$ cat src/rtl/traffic_ctrl_multi.sv
// N-direction traffic-light sequencer with run-time editable phase lengths.
// Optional pedestrian green truncation: define TRAFFIC_PED_REQ_EN.
module traffic_ctrl_multi #(
  parameter int NUM_DIR    = 2,
  parameter int CNT_W      = 4,
  parameter int GREEN_DEF  = 5,
  parameter int YELLOW_DEF = 1,
  parameter int ALLRED_DEF = 1,
  parameter int PED_MIN    = 2
) (
  input  logic                   clk,
  input  logic                   rst,
  input  logic                   tick_i,
  input  logic [1:0]             mode_i,
  input  logic                   inc_i,
  input  logic                   dec_i,
  input  logic                   dflt_i,
`ifdef TRAFFIC_PED_REQ_EN
  input  logic                   ped_req_i,
`endif
  output logic [3*NUM_DIR-1:0]   light_o,
  output logic [CNT_W-1:0]       cnt_o,
  output logic [2:0]             dir_o
);

  typedef enum logic [2:0] {
    IDLE,
    GREEN,
    YELLOW,
    ALLRED,
    EDIT
  } state_t;

  localparam logic [2:0] L_RED = 3'b100;
  localparam logic [2:0] L_GRN = 3'b010;
  localparam logic [2:0] L_YEL = 3'b011;
  localparam logic [2:0] L_WHT = 3'b000;
  localparam logic [2:0] L_IDL = 3'b001;

  localparam logic [CNT_W-1:0] ONE     = CNT_W'(1);
  localparam logic [CNT_W-1:0] CNT_MAX = '1;
  localparam logic [CNT_W-1:0] GRN_DEF = CNT_W'(GREEN_DEF);
  localparam logic [CNT_W-1:0] YEL_DEF = CNT_W'(YELLOW_DEF);
  localparam logic [CNT_W-1:0] RED_DEF = CNT_W'(ALLRED_DEF);
  localparam logic [2:0]       DIR_LAST = 3'(NUM_DIR - 1);

  state_t                state_q, state_d;
  logic [2:0]            dir_q, dir_d, dir_nx;
  logic [CNT_W-1:0]      cnt_q, cnt_d;
  logic [CNT_W-1:0]      grn_len_q, grn_len_d;
  logic [CNT_W-1:0]      yel_len_q, yel_len_d;
  logic [CNT_W-1:0]      red_len_q, red_len_d;
  logic [1:0]            sel_q, sel_d;
  logic [3*NUM_DIR-1:0]  light_q, light_d;
  logic [CNT_W-1:0]      sel_len;
  logic                  last_tick;

`ifdef TRAFFIC_PED_REQ_EN
  localparam logic [CNT_W-1:0] PED_C = CNT_W'(PED_MIN);
  logic                  pend_q, pend_d;
`else
  logic                  unused_ped;
  assign unused_ped = (PED_MIN != 0);
`endif

  // Button edit of one length: default wins, then saturating inc/dec.
  function automatic logic [CNT_W-1:0] edit_len(
    input logic [CNT_W-1:0] cur,
    input logic [CNT_W-1:0] dv,
    input logic             df,
    input logic             in,
    input logic             dn
  );
    logic [CNT_W-1:0] r;
    r = cur;
    if (df)
      r = dv;
    else if (in)
      r = (cur == CNT_MAX) ? cur : cur + ONE;
    else if (dn)
      r = (cur <= ONE) ? ONE : cur - ONE;
    return r;
  endfunction

  // Length registers follow button pulses for the mode being edited.
  always_comb begin
    grn_len_d = grn_len_q;
    yel_len_d = yel_len_q;
    red_len_d = red_len_q;
    unique case (mode_i)
      2'b01: grn_len_d = edit_len(grn_len_q, GRN_DEF,
                                  dflt_i, inc_i, dec_i);
      2'b10: yel_len_d = edit_len(yel_len_q, YEL_DEF,
                                  dflt_i, inc_i, dec_i);
      2'b11: red_len_d = edit_len(red_len_q, RED_DEF,
                                  dflt_i, inc_i, dec_i);
      default: ;
    endcase
  end

  assign dir_nx    = (dir_q == DIR_LAST) ? 3'd0 : dir_q + 3'd1;
  assign last_tick = tick_i && (cnt_q <= ONE);
  assign sel_d     = (mode_i != 2'b00) ? mode_i : sel_q;

  // Phase sequencing, counter and pedestrian pending flag.
  always_comb begin
    state_d = state_q;
    dir_d   = dir_q;
    cnt_d   = cnt_q;
`ifdef TRAFFIC_PED_REQ_EN
    pend_d  = pend_q | ped_req_i;
`endif
    if (mode_i != 2'b00) begin
      state_d = EDIT;
`ifdef TRAFFIC_PED_REQ_EN
      pend_d  = 1'b0;
`endif
    end else begin
      unique case (state_q)
        IDLE, EDIT: begin
          state_d = GREEN;
          dir_d   = 3'd0;
          cnt_d   = grn_len_q;
        end
        GREEN: begin
          if (last_tick) begin
            state_d = YELLOW;
            cnt_d   = yel_len_q;
`ifdef TRAFFIC_PED_REQ_EN
            pend_d  = 1'b0;
          end else if (pend_d && cnt_q > PED_C) begin
            cnt_d   = PED_C;
            pend_d  = 1'b0;
`endif
          end else if (tick_i) begin
            cnt_d   = cnt_q - ONE;
          end
        end
        YELLOW: begin
          if (last_tick) begin
            state_d = ALLRED;
            cnt_d   = red_len_q;
          end else if (tick_i) begin
            cnt_d   = cnt_q - ONE;
          end
        end
        ALLRED: begin
          if (last_tick) begin
            state_d = GREEN;
            dir_d   = dir_nx;
            cnt_d   = grn_len_q;
          end else if (tick_i) begin
            cnt_d   = cnt_q - ONE;
          end
        end
        default: begin
          state_d = IDLE;
          dir_d   = 3'd0;
          cnt_d   = '0;
        end
      endcase
    end
  end

  // Light decode of the next state, so light_o is a plain register.
  always_comb begin
    logic [2:0] ph;
    logic [2:0] oth;
    ph  = L_RED;
    oth = L_RED;
    unique case (state_d)
      IDLE: begin
        ph  = L_IDL;
        oth = L_IDL;
      end
      GREEN:  ph = L_GRN;
      YELLOW: ph = L_YEL;
      ALLRED: ph = L_RED;
      EDIT: begin
        unique case (sel_d)
          2'b10:   ph = L_YEL;
          2'b11:   ph = L_WHT;
          default: ph = L_GRN;
        endcase
        oth = ph;
      end
      default: ;
    endcase
    light_d = '0;
    for (int k = 0; k < NUM_DIR; k++)
      light_d[3*k +: 3] = (3'(k) == dir_d) ? ph : oth;
  end

  // Single state register for the whole controller.
  always_ff @(posedge clk) begin
    if (rst) begin
      state_q   <= IDLE;
      dir_q     <= 3'd0;
      cnt_q     <= '0;
      grn_len_q <= GRN_DEF;
      yel_len_q <= YEL_DEF;
      red_len_q <= RED_DEF;
      sel_q     <= 2'b00;
      light_q   <= {NUM_DIR{L_IDL}};
`ifdef TRAFFIC_PED_REQ_EN
      pend_q    <= 1'b0;
`endif
    end else begin
      state_q   <= state_d;
      dir_q     <= dir_d;
      cnt_q     <= cnt_d;
      grn_len_q <= grn_len_d;
      yel_len_q <= yel_len_d;
      red_len_q <= red_len_d;
      sel_q     <= sel_d;
      light_q   <= light_d;
`ifdef TRAFFIC_PED_REQ_EN
      pend_q    <= pend_d;
`endif
    end
  end

  // Edit mode shows the length being edited instead of the counter.
  always_comb begin
    unique case (sel_q)
      2'b10:   sel_len = yel_len_q;
      2'b11:   sel_len = red_len_q;
      default: sel_len = grn_len_q;
    endcase
  end

  assign cnt_o   = (state_q == EDIT) ? sel_len : cnt_q;
  assign dir_o   = dir_q;
  assign light_o = light_q;

endmodule

$ cat config.mk
export PLATFORM = sky130hd
export DESIGN_NAME = traffic_ctrl_multi
export DESIGN_NICKNAME = d
export VERILOG_FILES = /design/src/rtl/traffic_ctrl_multi.sv
export SDC_FILE = /design/constraint.sdc
export NUM_CORES = 1
export LEC_CHECK = 0
export ABC_AREA = 1
export BUFFER_PORTS_ARGS = -buffer_cell sky130_fd_sc_hd__buf_2
export CAP_MARGIN = 30
export CORE_MARGIN = 8
export CORE_UTILIZATION = 35
export CTS_CLUSTER_SIZE = 10
export DETAILED_ROUTE_END_ITERATION = 10
export SLEW_MARGIN = 20
export SYNTH_ARGS = -nofsm -noshare
export SYNTH_HDL_FRONTEND = slang
export SYNTH_SLANG_ARGS = --single-unit
$ cat constraint.sdc
create_clock -name clk -period 1.5 [get_ports clk]
set_input_delay 0.225 -clock clk [delete_from_list [all_inputs] [get_ports clk]]
set_output_delay 0.225 -clock clk [all_outputs]
set_load 0.05 [all_outputs]
# After elaboration in Yosys (flattened, before gate mapping)
# Index checks and enable logic that the tools add are counted.
[word_totals]
register_bits = 30
elab_cells = 90
in_bits = 8
[classes]
eq_ne = 22
n_reduce_logical = 11
n_mux = 37
n_lt_le_gt_ge = 4
n_addsub = 8
[ops]
columns = ["cell", "count"]
rows = [
  ["2-to-1 mux 4 bit", 20],
  ["2-to-1 mux 3 bit", 9],
  ["one-hot mux 3 bit (4 select lines)", 2],
  ["less-or-equal comparator 4 x 1 -> 1 bit (second input constant)", 4],
  ["one-hot mux 4 bit (4 select lines)", 1],
  ["subtractor 4 x 1 -> 4 bit (second input constant)", 4],
  ["adder 4 x 1 -> 4 bit (second input constant)", 3],
  ["equality test 2 bit (second input constant)", 6],
  ["equality test 4 bit (second input constant)", 3],
  ["one-hot mux 3 bit (2 select lines)", 2],
  ["equality test 3 x 1 -> 1 bit (second input constant)", 3],
  ["equality test 3 x 2 -> 1 bit (second input constant)", 3],
  ["zero test 3 bit", 3],
  ["!= test 3 bit (second input constant)", 3],
  ["AND reduction 3 bit", 3],
  ["one-hot mux 4 bit (2 select lines)", 1],
  ["equality test 3 bit (second input constant)", 2],
  ["one-hot mux 2 bit (2 select lines)", 1],
  ["OR reduction 2 bit", 2],
  ["adder 3 x 1 -> 3 bit (second input constant)", 1],
  ["equality test 1 x 3 -> 1 bit (first input constant)", 1],
  ["nonzero test 3 bit", 1],
  ["equality test 2 x 1 -> 1 bit (second input constant)", 1],
  ["2-to-1 mux 2 bit", 1],
  ["2 further kinds", 2],
]

# Logic depth before layout (Yosys ltp)
# Gate-level depths: netlist of run 1.
[depth]
depth_word = 8
ltp_mapped = 14
ltp_nobuf = 14

# Least setup slack after synthesis of run 1
# Ideal clock, no wire load.
[synth_timing]
path_kind = "register -> output"
start = "register state_q[0]"
end = "output port cnt_o[2]"
stages_incl_launch_ff = 6
arrival_time_ns = 1.753
path_buffers = 0
slack_ns = -0.478
t_required_ns = 1.275
path_cell_list = "dfxtp_1 -> nor2_1 -> inv_1 -> nor2_1 -> nor2_1 -> a41oi_1"
[synth_between]
elab_chain_cells = 2
[synth_lines]
columns = ["item", "line_no", "text"]
rows = [
  ["from (decl)", "47", "state_t state_q, state_d;"],
  ["from (signal assigned)", "209", "state_q <= state_d;"],
  ["equality test 3 bit", "232", "assign cnt_o = (state_q == EDIT) ? sel_len : cnt_q;"],
  ["2-to-1 mux 4 bit", "232", ""],
  ["to (decl)", "22", "output logic [CNT_W-1:0] cnt_o,"],
]
# No other way between the ends.

# Worst setup path in the final report of run 1
[layout_timing]
start = "register state_q[1]"
end = "output port cnt_o[1]"
# Same word-level chain as after synthesis.

==> reports/summary.txt, run 1 <==
Total Routing Usage GR = 0.152
largest net degree at the start of global routing = 22
hold_buf cts = 0
clock slew at reported path FFs = 0.06 ns
Layout Nets = 427
Cell Area, Synth = 0.00213 sq mm
areal power density over the cells = 668 mW/mm^2
final hold slack = 0.331 ns
Final Cycle Share = 1.11
WP data arrival = 1.44 ns
CTS tree = done
internal power = 0.00141 W
# diodes = 0
Sequential Power Share = 0.410
type of origin of the critical path = register
Worst Tran Pin Value = 0.534 ns
Clock Sink Count = 30
fmax = 602 MHz
clk_skew = 0.00309 ns
Yosys top cell area share = 0.282
Area Growth Syn to Fin = 48.1%
Worst-Skew Late Latency = 0.28 ns
Std-Cell Rows = 28
min Tclk post-route = 1.66 ns
placed insts = 464
Warnings, synthesis = 0
Worst path most repeated cell = nor2_4
flip-flop and latch area = 621 sq um
share of layout cells above drive strength 1 = 0.402
Comb power frac = 0.294
top cells by area, synth = dfxtp_1, nand2_1, nand3_1
failing checks = negative setup slack
die span in y = 94.0 um
RSZ-0062 raised after global routing = true
grt ovf = 0
Final Worst Setup Slack = -0.162 ns
Post-Route WL = 6550 um
Psw = 0.000696 W
starting density of the core = 0.361
Non-Filler Instances = 483
run status = finished, violations left
Synth async-reset ratio = 0
post-route cell area = 0.00315 sq mm
area leader, netlist = dfxtp_1
worst vdd ir = 0.364 mV
worst path buffer plus inverter count = 2
Root Driver = clkbuf_8
commonest non-fill, non-tap cells in the layout = nand2_1, buf_4, inv_1
die width = 94.0 um
Post-DP HPWL = 4690 um
antenna violations before repair = 0
Hold/Removal Path Class = in2reg
drt pass-1 iters = 4
Clk pwr share = 0.296
Mean Syn Cell Area = 6.39 sq um
Synth Net Count = 352
final setup fails = 13
register area share after synthesis = 0.282
CTS Buffer Depth = 2
Via density = 4.98
Final Max Slew Viols = 0
total power = 0.00210 W
Crit-path slowest cell = dfxtp_2
full die area = 0.00883 sq mm
wire per inst = 13.6 um
Setup CP Type = reg2out
dpl cell area = 0.00265 sq mm
Slew Limit Headroom = 0.640
total of max-cap violations = 0
core area = 0.00589 sq mm
Yosys reg bits = 30
DRC errors left = 0
Switching Fraction = 0.331
most common cell after layout, fill and taps aside = nand2_1
final hold vios = 0
multi-input logic area = 0.00161 sq mm
most used flip-flop cell after synthesis = dfxtp_1
gpl congestion = 0.855
Post-DRT Antenna Nets = 0
# fillers = 586
synth unique cells = 30
# H-tree levels = 2
Starting DRT DRC Count = 127
vias in the first global route = 2349
io pins = 21
Max stage delay on crit path = 0.34 ns
total CTS buffers = 5
synthesized instance count = 333
Post-synth EDFFs = 0
worst-path maximum fanout = 7
routed vias = 2403
PortBufs = 20
first-pass GRT wire length = 10800 um
worst-path cell chain = nor2_4, inv_2, nor2_4, o2111ai_2, o21a_1, buf_6
crit-path leading delay family = flip-flops
Data required, critical path = 1.27 ns
Leakage = 1.46 nW
Worst Setup End Kind = output port
[final cells by class]
cell class	count	share of cell area
Sequential cell	30	0.197
Clock buffer	7	0.0242
Tap cell	75	0.0298
Inverter	44	0.0540
Multi-Input combinational cell	250	0.512
Timing Repair Buffer	77	0.183
[per-stage QoR]
stage | setup TNS (ns) | utilization | setup WS [ns]
after floorplan | 0 | - | 0.00339
after global placement | -0.675 | 0.450 | -0.112
after detailed placement | -1.19 | 0.450 | -0.168
after CTS | -0.814 | 0.502 | -0.170
after global routing | -2.85 | 0.535 | -0.244
final | -1.20 | 0.535 | -0.162
[kinds of logic (layout without fill, tap and decap cells)]
logic type,after synthesis,after routing,share of synthesized area
simple gates,177,177,0.374
compound gates,54,54,0.151
buf+inv,53,128,0.0959
flops,30,30,0.282
fa+ha+maj,11,11,0.0647
xor+xnor,8,8,0.0329
[registers in the layout, summed over array words and instances, names as in the netlist]
signal,count
cnt_q,4
dir_o,3
grn_len_q,4
light_o,6
red_len_q,4
sel_q,2
state_q,3
yel_len_q,4
[power by group through the flow]
stage | Clock, W | Combinational [W] | Sequential (W)
4_1_cts | 0.000646 | 0.000573 | 0.000861
5_1_grt | 0.000678 | 0.000676 | 0.000868
3_3_place_gp | 0 | 0.000503 | 0.000874
3_5_place_dp | 0 | 0.000504 | 0.000876
6_report | 0.000623 | 0.000617 | 0.000863
2_1_floorplan | 0 | 0.000289 | 0.000908
[worst min-delay path, stage by stage]
cell and delay [ns]:
buf_2 0.15, nor2_1 0.08, nand2_1 0.06, a21oi_1 0.05
[path summary, 6_finish.rpt]
| check | depth (start not counted) | slack, ns | endpoint | start |
|---|---|---|---|---|
| worst max-delay path | 6 | -0.16 | cnt_o[1] | state_q[1] |
| worst min-delay path | 4 | 0.33 | grn_len_q[1] | dflt_i |
| worst max register to register | 13 | -0.12 | light_o[2] | cnt_q[0] |
| worst min register to register | 2 | 0.50 | grn_len_q[1] | grn_len_q[1] |
[metal layers]
metal / track usage / part of all wire / up-vias
met3: 0.0304 / 0.038 / 11
met5: 0 / 0 / -
li1: - / - / 1242
met2: 0.265 / 0.50 / 42
met4: 0.0542 / 0.016 / 0
met1: 0.179 / 0.44 / 1108
[Yosys cell counts, types with 2 or more instances]
library cell   n
o2111ai_1      3
nor2_1        41
xnor2_1        3
o21a_1         4
nand3_1       35
nand4_1       11
nor3_1         2
o22ai_1        4
or2_2          2
o21ai_0       18
nor2_2         2
nand2_1       75
nand2_2        4
a21oi_1       17
dfxtp_1       30
inv_1         43
clkbuf_1       6
xor2_1         5
nor2_4         4
o211ai_1       4
ha_1          11
[repair_timing]
action | 4_1_cts | 5_1_grt
cloned | 0 | 0
pin swaps | 15 | 20
gates resized for setup | 51 | 50
buffers inserted | 9 | 3
endpoints found under the setup margin | 16 | 26
(Power assumes the default switching activity.)
==> run 2, diff against run 1 <==
Settings changed: PLACE_DENSITY set to 0.55, TNS_END_PERCENT set to 1.
==> run 2 against run 1 <==
Compared with the run above: the run still ends with negative setup slack left; routed wire length fell by 3.6%; combinational power fell by 7.6%; die area did not move; non-clock buffer count fell by 1; critical path depth did not move; highest routed layer unchanged; worst setup slack got worse by 0.025 ns.
==> reports/summary.txt, run 2 (synthesis results as in run 1) <==
Non-Filler Instances = 483
Final Cycle Share = 1.12
Total Routing Usage GR = 0.151
Starting DRT DRC Count = 147
core area = 0.00589 sq mm
io pins = 21
grt ovf = 0
share of layout cells above drive strength 1 = 0.324
worst vdd ir = 0.488 mV
gpl congestion = 0.872
type of origin of the critical path = register
antenna violations before repair = 0
Post-Route WL = 6310 um
Root Driver = clkbuf_8
placed insts = 472
multi-input logic area = 0.00144 sq mm
run status = finished, violations left
Worst Setup End Kind = output port
PortBufs = 20
clk_skew = 0.00539 ns
flip-flop and latch area = 614 sq um
starting density of the core = 0.361
CP Launch Point = state_q[1]
Slew Limit Headroom = 0.736
Area Growth Syn to Fin = 39.9%
vias in the first global route = 2239
Worst-Skew Late Latency = 0.29 ns
drt pass-1 iters = 5
commonest non-fill, non-tap cells in the layout = nand2_1, buf_4, inv_1
Post-DP HPWL = 4920 um
Std-Cell Rows = 28
final setup fails = 11
Final Worst Setup Slack = -0.186 ns
first-pass GRT wire length = 10600 um
dpl ws = -0.165 ns
Post-DRT Antenna Nets = 0
Via density = 4.88
routed vias = 2358
Clock Sink Count = 30
clock slew at reported path FFs = 0.07 ns
total CTS buffers = 5
Largest register FFs = 6
Worst Hold Launch = dflt_i
# fillers = 578
final hold vios = 0
failing checks = negative setup slack
Hold/Removal Path Class = in2reg
full die area = 0.00883 sq mm
Worst Tran Pin Value = 0.392 ns
# H-tree levels = 2
Leakage = 1.43 nW
hold_buf cts = 0
areal power density over the cells = 747 mW/mm^2
Data required, critical path = 1.27 ns
Final Max Slew Viols = 0
Layout Nets = 426
die span in y = 94.0 um
min Tclk post-route = 1.69 ns
CTS Buffer Depth = 2
wire per inst = 13.1 um
reg2reg start = cnt_q[1]
total of max-cap violations = 0
WP data arrival = 1.46 ns
most common cell after layout, fill and taps aside = nand2_1
# diodes = 0
die width = 94.0 um
worst-path maximum fanout = 6
largest net degree at the start of global routing = 14
Setup CP Type = reg2out
DRC errors left = 0
RSZ-0062 raised after global routing = true
CTS tree = done
fmax = 593 MHz
run 2: cell types whose count changed in the layout (fill, tap and decap cells not counted), moves of 3 or more:
cell / before / now
nand3_2: 10 / 3
buf_6: 10 / 6
clkbuf_8: 5 / 8
buf_4: 51 / 54
nand2_4: 4 / 0
dfxtp_1: 18 / 21
nand2_1: 62 / 70
inv_1: 36 / 40
nand3_1: 25 / 32
o22ai_1: 1 / 4
nor2_4: 9 / 6
nand2_2: 13 / 9
run 2: worst max-delay path, cell delays in order (launching register included):
cell and delay, ns:
dfxtp_2 0.34, nor2_4 0.12, inv_2 0.06, nor2_4 0.19, o2111ai_1 0.15, o21a_1 0.16
buf_6 0.16
run 2: area by class of cell:
type,instances,share of cell area
well taps,75,0.0315
flip-flops and latches,30,0.206
clock buffers,8,0.0370
multi-input cells,250,0.484
inverters,44,0.0555
repair buffers,76,0.186
run 2: repair_timing:
item | CTS | global route
setup buffers | 2 | 1
setup endpoints to repair | 15 | 26
pin swaps | 2 | 3
resized for setup | 31 | 21
run 2: power by group:
group	total (W)	internal [W]	switching (W)	leakage (nW)
clock network	0.000793	0.000463	0.000330	0.0575
registers	0.000858	0.000830	0.0000283	0.248
logic	0.000570	0.000230	0.000341	1.13
total	0.00222	0.00152	0.000699	1.43
run 2: stage by stage:
| stage | TNS, ns | hold slack (ns) | instance area (sq um) | util | power, W |
|---|---|---|---|---|---|
| 2_1_floorplan | -0.196 | 0.332 | 2150 | - | 0.00120 |
| 3_3_place_gp | -1.01 | 0.503 | 2710 | 0.460 | 0.00139 |
| 3_5_place_dp | -1.18 | 0.515 | 2710 | 0.460 | 0.00139 |
| 4_1_cts | -1.49 | 0.243 | 2920 | 0.496 | 0.00223 |
| 5_1_grt | -3.18 | 0.294 | 2980 | 0.506 | 0.00234 |
| 6_report | -1.03 | 0.272 | 2980 | 0.506 | 0.00222 |
run 2: path summary, 6_finish.rpt:
check | end | slack (ns) | cells after the start
max | cnt_o[1] | -0.19 | 6
min | yel_len_q[0] | 0.27 | 3
max reg2reg | light_o[2] | -0.11 | 13
min reg2reg | red_len_q[1] | 0.52 | 2
run 2: per-layer routing:
| layer | global-route usage | wire length (um) | up-vias | share of wire |
|---|---|---|---|---|
| li1 | - | - | 1239 | - |
| met1 | 0.186 | 3030 | 1072 | 0.48 |
| met2 | 0.247 | 2940 | 39 | 0.46 |
| met3 | 0.0312 | 244 | 8 | 0.039 |
| met4 | 0.0621 | 106 | 0 | 0.017 |
| met5 | 0 | 0 | - | 0 |
